File: config.mk
export PLATFORM = sky130hd
export DESIGN_NAME = spu_sequencer
export DESIGN_NICKNAME = d
export VERILOG_FILES = /design/src/rtl/spu_sequencer.sv
export SDC_FILE = /design/constraint.sdc
export NUM_CORES = 1
export LEC_CHECK = 0
export CAP_MARGIN = 20
export CORE_ASPECT_RATIO = 0.7
export CORE_MARGIN = 3
export CORE_UTILIZATION = 39
export CTS_CLUSTER_DIAMETER = 40
export CTS_CLUSTER_SIZE = 8
export DETAILED_ROUTE_END_ITERATION = 8
export PLACE_DENSITY = 0.66
export SYNTH_ARGS = -nofsm -noshare
export SYNTH_HDL_FRONTEND = slang
export SYNTH_SLANG_ARGS = --single-unit
File: constraint.sdc
create_clock -name clk -period 2.11 [get_ports clk]
set_input_delay 0.422 -clock clk [delete_from_list [all_inputs] [get_ports clk]]
set_output_delay 0.422 -clock clk [all_outputs]
set_load 0.02 [all_outputs]
File: src/rtl/spu_sequencer.sv
// Nibble-serial operation sequencer: loads an opcode and four operands, waits
// EXEC_LAT cycles for the selected op unit, then holds the result until taken.
module spu_sequencer #(
  parameter int EXEC_LAT = 1
) (
  input  logic       clk,
  input  logic       rst,
  input  logic       in_valid,
  input  logic [3:0] in_data,
  output logic       in_ready,
  input  logic       abort,
  output logic [3:0] op_code,
  output logic [3:0] op_A,
  output logic [3:0] op_B,
  output logic [3:0] op_C,
  output logic [3:0] op_D,
  input  logic [3:0] res_M,
  input  logic [3:0] res_N,
  output logic [3:0] M,
  output logic [3:0] N,
  output logic       out_valid,
  input  logic       out_ready,
  output logic       busy,
  output logic [7:0] done_count
);

  // Out-of-range latencies collapse to a single EXEC cycle.
  localparam logic [3:0] LAT_M1 = (EXEC_LAT >= 1 && EXEC_LAT <= 15) ? 4'(EXEC_LAT - 1) : 4'd0;

  typedef enum logic [2:0] {
    IDLE, LD_A, LD_B, LD_C, LD_D, EXEC, DONE
  } state_t;

  state_t     state_reg;
  logic [3:0] cnt_reg;

  assign in_ready  = (state_reg == IDLE) || (state_reg == LD_A) || (state_reg == LD_B) ||
                     (state_reg == LD_C) || (state_reg == LD_D);
  assign out_valid = (state_reg == DONE);
  assign busy      = (state_reg != IDLE);

  always_ff @(posedge clk or posedge rst) begin
    if (rst) begin
      state_reg  <= IDLE;
      cnt_reg    <= 4'd0;
      op_code    <= 4'd0;
      op_A       <= 4'd0;
      op_B       <= 4'd0;
      op_C       <= 4'd0;
      op_D       <= 4'd0;
      M          <= 4'd0;
      N          <= 4'd0;
      done_count <= 8'd0;
    end else begin
      case (state_reg)
        IDLE: begin
          // abort is deliberately not looked at here: it never blocks an opcode.
          if (in_valid) begin
            op_code   <= in_data;
            state_reg <= (in_data == 4'h0) ? DONE : LD_A;
          end
        end
        LD_A: begin
          if (abort) begin
            state_reg <= IDLE;
          end else if (in_valid) begin
            op_A      <= in_data;
            state_reg <= LD_B;
          end
        end
        LD_B: begin
          if (abort) begin
            state_reg <= IDLE;
          end else if (in_valid) begin
            op_B      <= in_data;
            state_reg <= LD_C;
          end
        end
        LD_C: begin
          if (abort) begin
            state_reg <= IDLE;
          end else if (in_valid) begin
            op_C      <= in_data;
            state_reg <= LD_D;
          end
        end
        LD_D: begin
          if (abort) begin
            state_reg <= IDLE;
          end else if (in_valid) begin
            op_D      <= in_data;
            cnt_reg   <= LAT_M1;
            state_reg <= EXEC;
          end
        end
        EXEC: begin
          if (cnt_reg == 4'd0) begin
            M         <= res_M;
            N         <= res_N;
            state_reg <= DONE;
          end else begin
            cnt_reg <= cnt_reg - 4'd1;
          end
        end
        DONE: begin
          if (out_ready) begin
            done_count <= done_count + 8'd1;
            state_reg  <= IDLE;
          end
        end
        default: state_reg <= IDLE;
      endcase
    end
  end

endmodule

==> flow_summary.json <==
{
  "ys_types": 33,
  "drc_errors": 0,
  "syn_area_per_cell_um2": 11.8,
  "start_kind": "flop",
  "finClkSkew_ns": 0.00976,
  "wirelength_um": 4320,
  "path_clk_slew_ns": 0.08,
  "crit_required_ns": 1.69,
  "hpwlAfterDp_um": 3190,
  "cts_tree": "built",
  "pwr_density_cell_nw_per_um2": 1340,
  "place_inst": 290,
  "p_sw_share_pct": 36.8,
  "syn_to_final_growth_pct": 41.3,
  "die_area_um2": 5870,
  "switchingPower_w": 0.00135,
  "power_w": 0.00366,
  "holdCritPathClass": "reg -> reg",
  "fillers": 377,
  "post-route-period-util_pct": 91.4,
  "finalSetupViolCount": 0,
  "top_register": "done_count",
  "dr_wl_met3_um": 373,
  "fin_nets": 251,
  "gr-total-overflow": 0,
  "critPathLaunch": "state_reg[0]",
  "p_seq_share_pct": 37.2,
  "p_leak_nw": 1.22,
  "drive_above_1_share_pct": 11.6,
  "clock.fmax_mhz": 518,
  "hold_buffers": 0,
  "slew_viol_final": 0,
  "io_buffers": 55,
  "reg2reg_to": "op_A[0]",
  "ant_nets": 0,
  "drt_first_iter_violations": 47,
  "final_cells": 298,
  "hold_violations": 0,
  "yosysWarnings": 0,
  "combPwrFrac_pct": 47.1,
  "maxCapViolations": 0,
  "vias": 1488,
  "synth_seq_cells": 43,
  "ir_drop_v": 0.000820,
  "tightest_slew_ns": 0.532,
  "largest_reg_flops": 8,
  "min_period_ns": 1.93,
  "synth_area_um2": 1940,
  "rsz0062_at_grt": "false",
  "critPathCapture": "busy",
  "cts_setup_buffers": 0,
  "clock-sinks": 43,
  "critPathMaxFanout": 5,
  "path_class": "reg -> out",
  "wl_met2_um": 1870,
  "seq_area_frac_synth_pct": 55.5,
  "cts_made_buffers": 5,
  "end_kind": "primary output",
  "r2r_slack_ns": 0.31,
  "die_x_um": 90.3,
  "clock_latency_ns": 0.29,
  "post_cts_resized": 1,
  "die_h_um": 65,
  "fin_ws_ns": 0.181,
  "via_per_inst": 4.99,
  "critPathArrivalTime_ns": 1.51,
  "drt_pass1_iterations": 4,
  "diodes": 0,
  "worst-r2r-cell-count": 5,
  "start_util_pct": 42.6,
  "wl_met1_um": 2060,
  "gp_routability_congestion": 0.765,
  "grt_pass1_wl_um": 7040,
  "row_count": 20,
  "core-area_um2": 4550,
  "grt_antenna_before_repair": 0,
  "clockPowerShare_pct": 15.7,
  "ios": 56,
  "routedWlPerCell_um": 14.5,
  "internal_power_w": 0.00231,
  "grt_max_degree": 44,
  "relSlewSlack_pct": 64.5,
  "cts.root.buffer_cell": "clkbuf_8",
  "status": "complete, no violations",
  "htreeDepth": 2,
  "grt_usage_pct": 15.2,
  "dpl_worst_slack_ns": -0.100,
  "top_layer": "met4",
  "clock_path_buffers": 2,
  "fin_util_pct": 60.2,
  "syn_nets": 184,
  "netlist_instances": 164,
  "timing.rr.start": "state_reg[2]",
  "grt_pass1_vias": 1471
}
[area by class of cell]
cell class	count	area, µm²	area share (%)
sequential	43	1080	39.3
multi-input combinational	110	822	30.0
timing repair buffer	66	637	23.2
clock buffer	7	96.3	3.52
tap	66	82.6	3.01
inverter	5	18.8	0.685
clock inverter	1	7.51	0.274
[power by group through the flow]
stage	registers, W	clock network (W)	logic (W)
after floorplan	0.00169	0	0.000599
after CTS	0.00137	0.000593	0.00175
after detailed placement	0.00138	0	0.00174
after global routing	0.00141	0.000620	0.00185
after global placement	0.00135	0	0.00170
final	0.00136	0.000574	0.00172
[worst min path at each step]
| stage | from | to | slack (ns) | cells past startpoint |
|---|---|---|---|---|
| CTS | done_count[7] | done_count[7] | 0.48 | 1 |
| detailed placement | op_D[1] | op_D[1] | 0.47 | 2 |
| floorplan | cnt_reg[1] | cnt_reg[1] | 0.49 | 1 |
| global route | N[1] | N[1] | 0.51 | 1 |
| finish | done_count[7] | done_count[7] | 0.48 | 1 |
| global placement | done_count[7] | done_count[7] | 0.46 | 1 |
[placed cells by master (no fill, tap or decap), types with 4 or more instances in the layout]
master	synthesis	routed
mux2_2	7	7
nand2_1	14	14
buf_4	0	11
dfrtp_1	43	43
nand3_1	8	8
xnor2_1	6	6
nor2_1	10	10
clkbuf_8	0	7
clkdlybuf4s50_1	0	52
mux2_1	20	20
inv_1	5	5
o21ai_0	4	4
[worst max-delay path, stage by stage (launching register included)]
cell,delay (ns)
dfrtp_1,0.41
or3_1,0.45
dlygate4sd2_1,0.35
[through the flow]
stage	hold WS [ns]	instance area (µm²)	setup TNS, ns
floorplan	0.488	1940	0
global placement	0.461	2630	-0.0622
detailed placement	0.467	2630	-0.100
CTS	0.482	2740	0
global route	0.508	2740	0
finish	0.479	2740	0
[logic make-up (layout without fill, tap and decap cells)]
kind of cell	count (synthesis)	in the layout	synth area share, %
multiplexers	27	27	15.7
adder cells (fa/ha/maj)	3	3	1.94
flip-flops	43	43	55.5
XOR/XNOR	9	9	4.06
buffers and inverters	11	79	2.13
AO/OA/AOI/OAI	15	15	5.03
AND/OR/NAND/NOR	56	56	15.7
[cells in the mapped netlist (all sizes together)]
cell / n / area (µm²)
nand2: 14 / 52.6
o211ai: 1 / 7.51
o31ai: 2 / 15.0
and3b: 3 / 26.3
nor2: 10 / 37.5
inv: 5 / 18.8
or3: 3 / 18.8
or3b: 1 / 8.76
clkbuf: 6 / 22.5
nand4b: 1 / 8.76
mux2: 27 / 304
and4b: 1 / 10.0
a211oi: 1 / 7.51
xor2: 3 / 26.3
a211o: 1 / 8.76
nor3: 1 / 5.00
xnor2: 6 / 52.6
and2: 2 / 12.5
o21a: 2 / 15.0
and3: 3 / 18.8
o21ai: 6 / 30.0
nand4: 3 / 18.8
ha: 3 / 37.5
a221oi: 1 / 8.76
nor3b: 2 / 15.0
or4: 1 / 11.3
nor2b: 2 / 12.5
dfrtp: 43 / 1080
nand3b: 1 / 7.51
a21oi: 1 / 5.00
nand3: 8 / 40.0
[layer usage]
layer  GRT usage, %  vias up
li1               -      711
met1           20.6      719
met2           22.7       56
met3           6.61        2
met4           3.44        0
met5              0        -
Note: power is estimated with default switching activity, not from simulation.
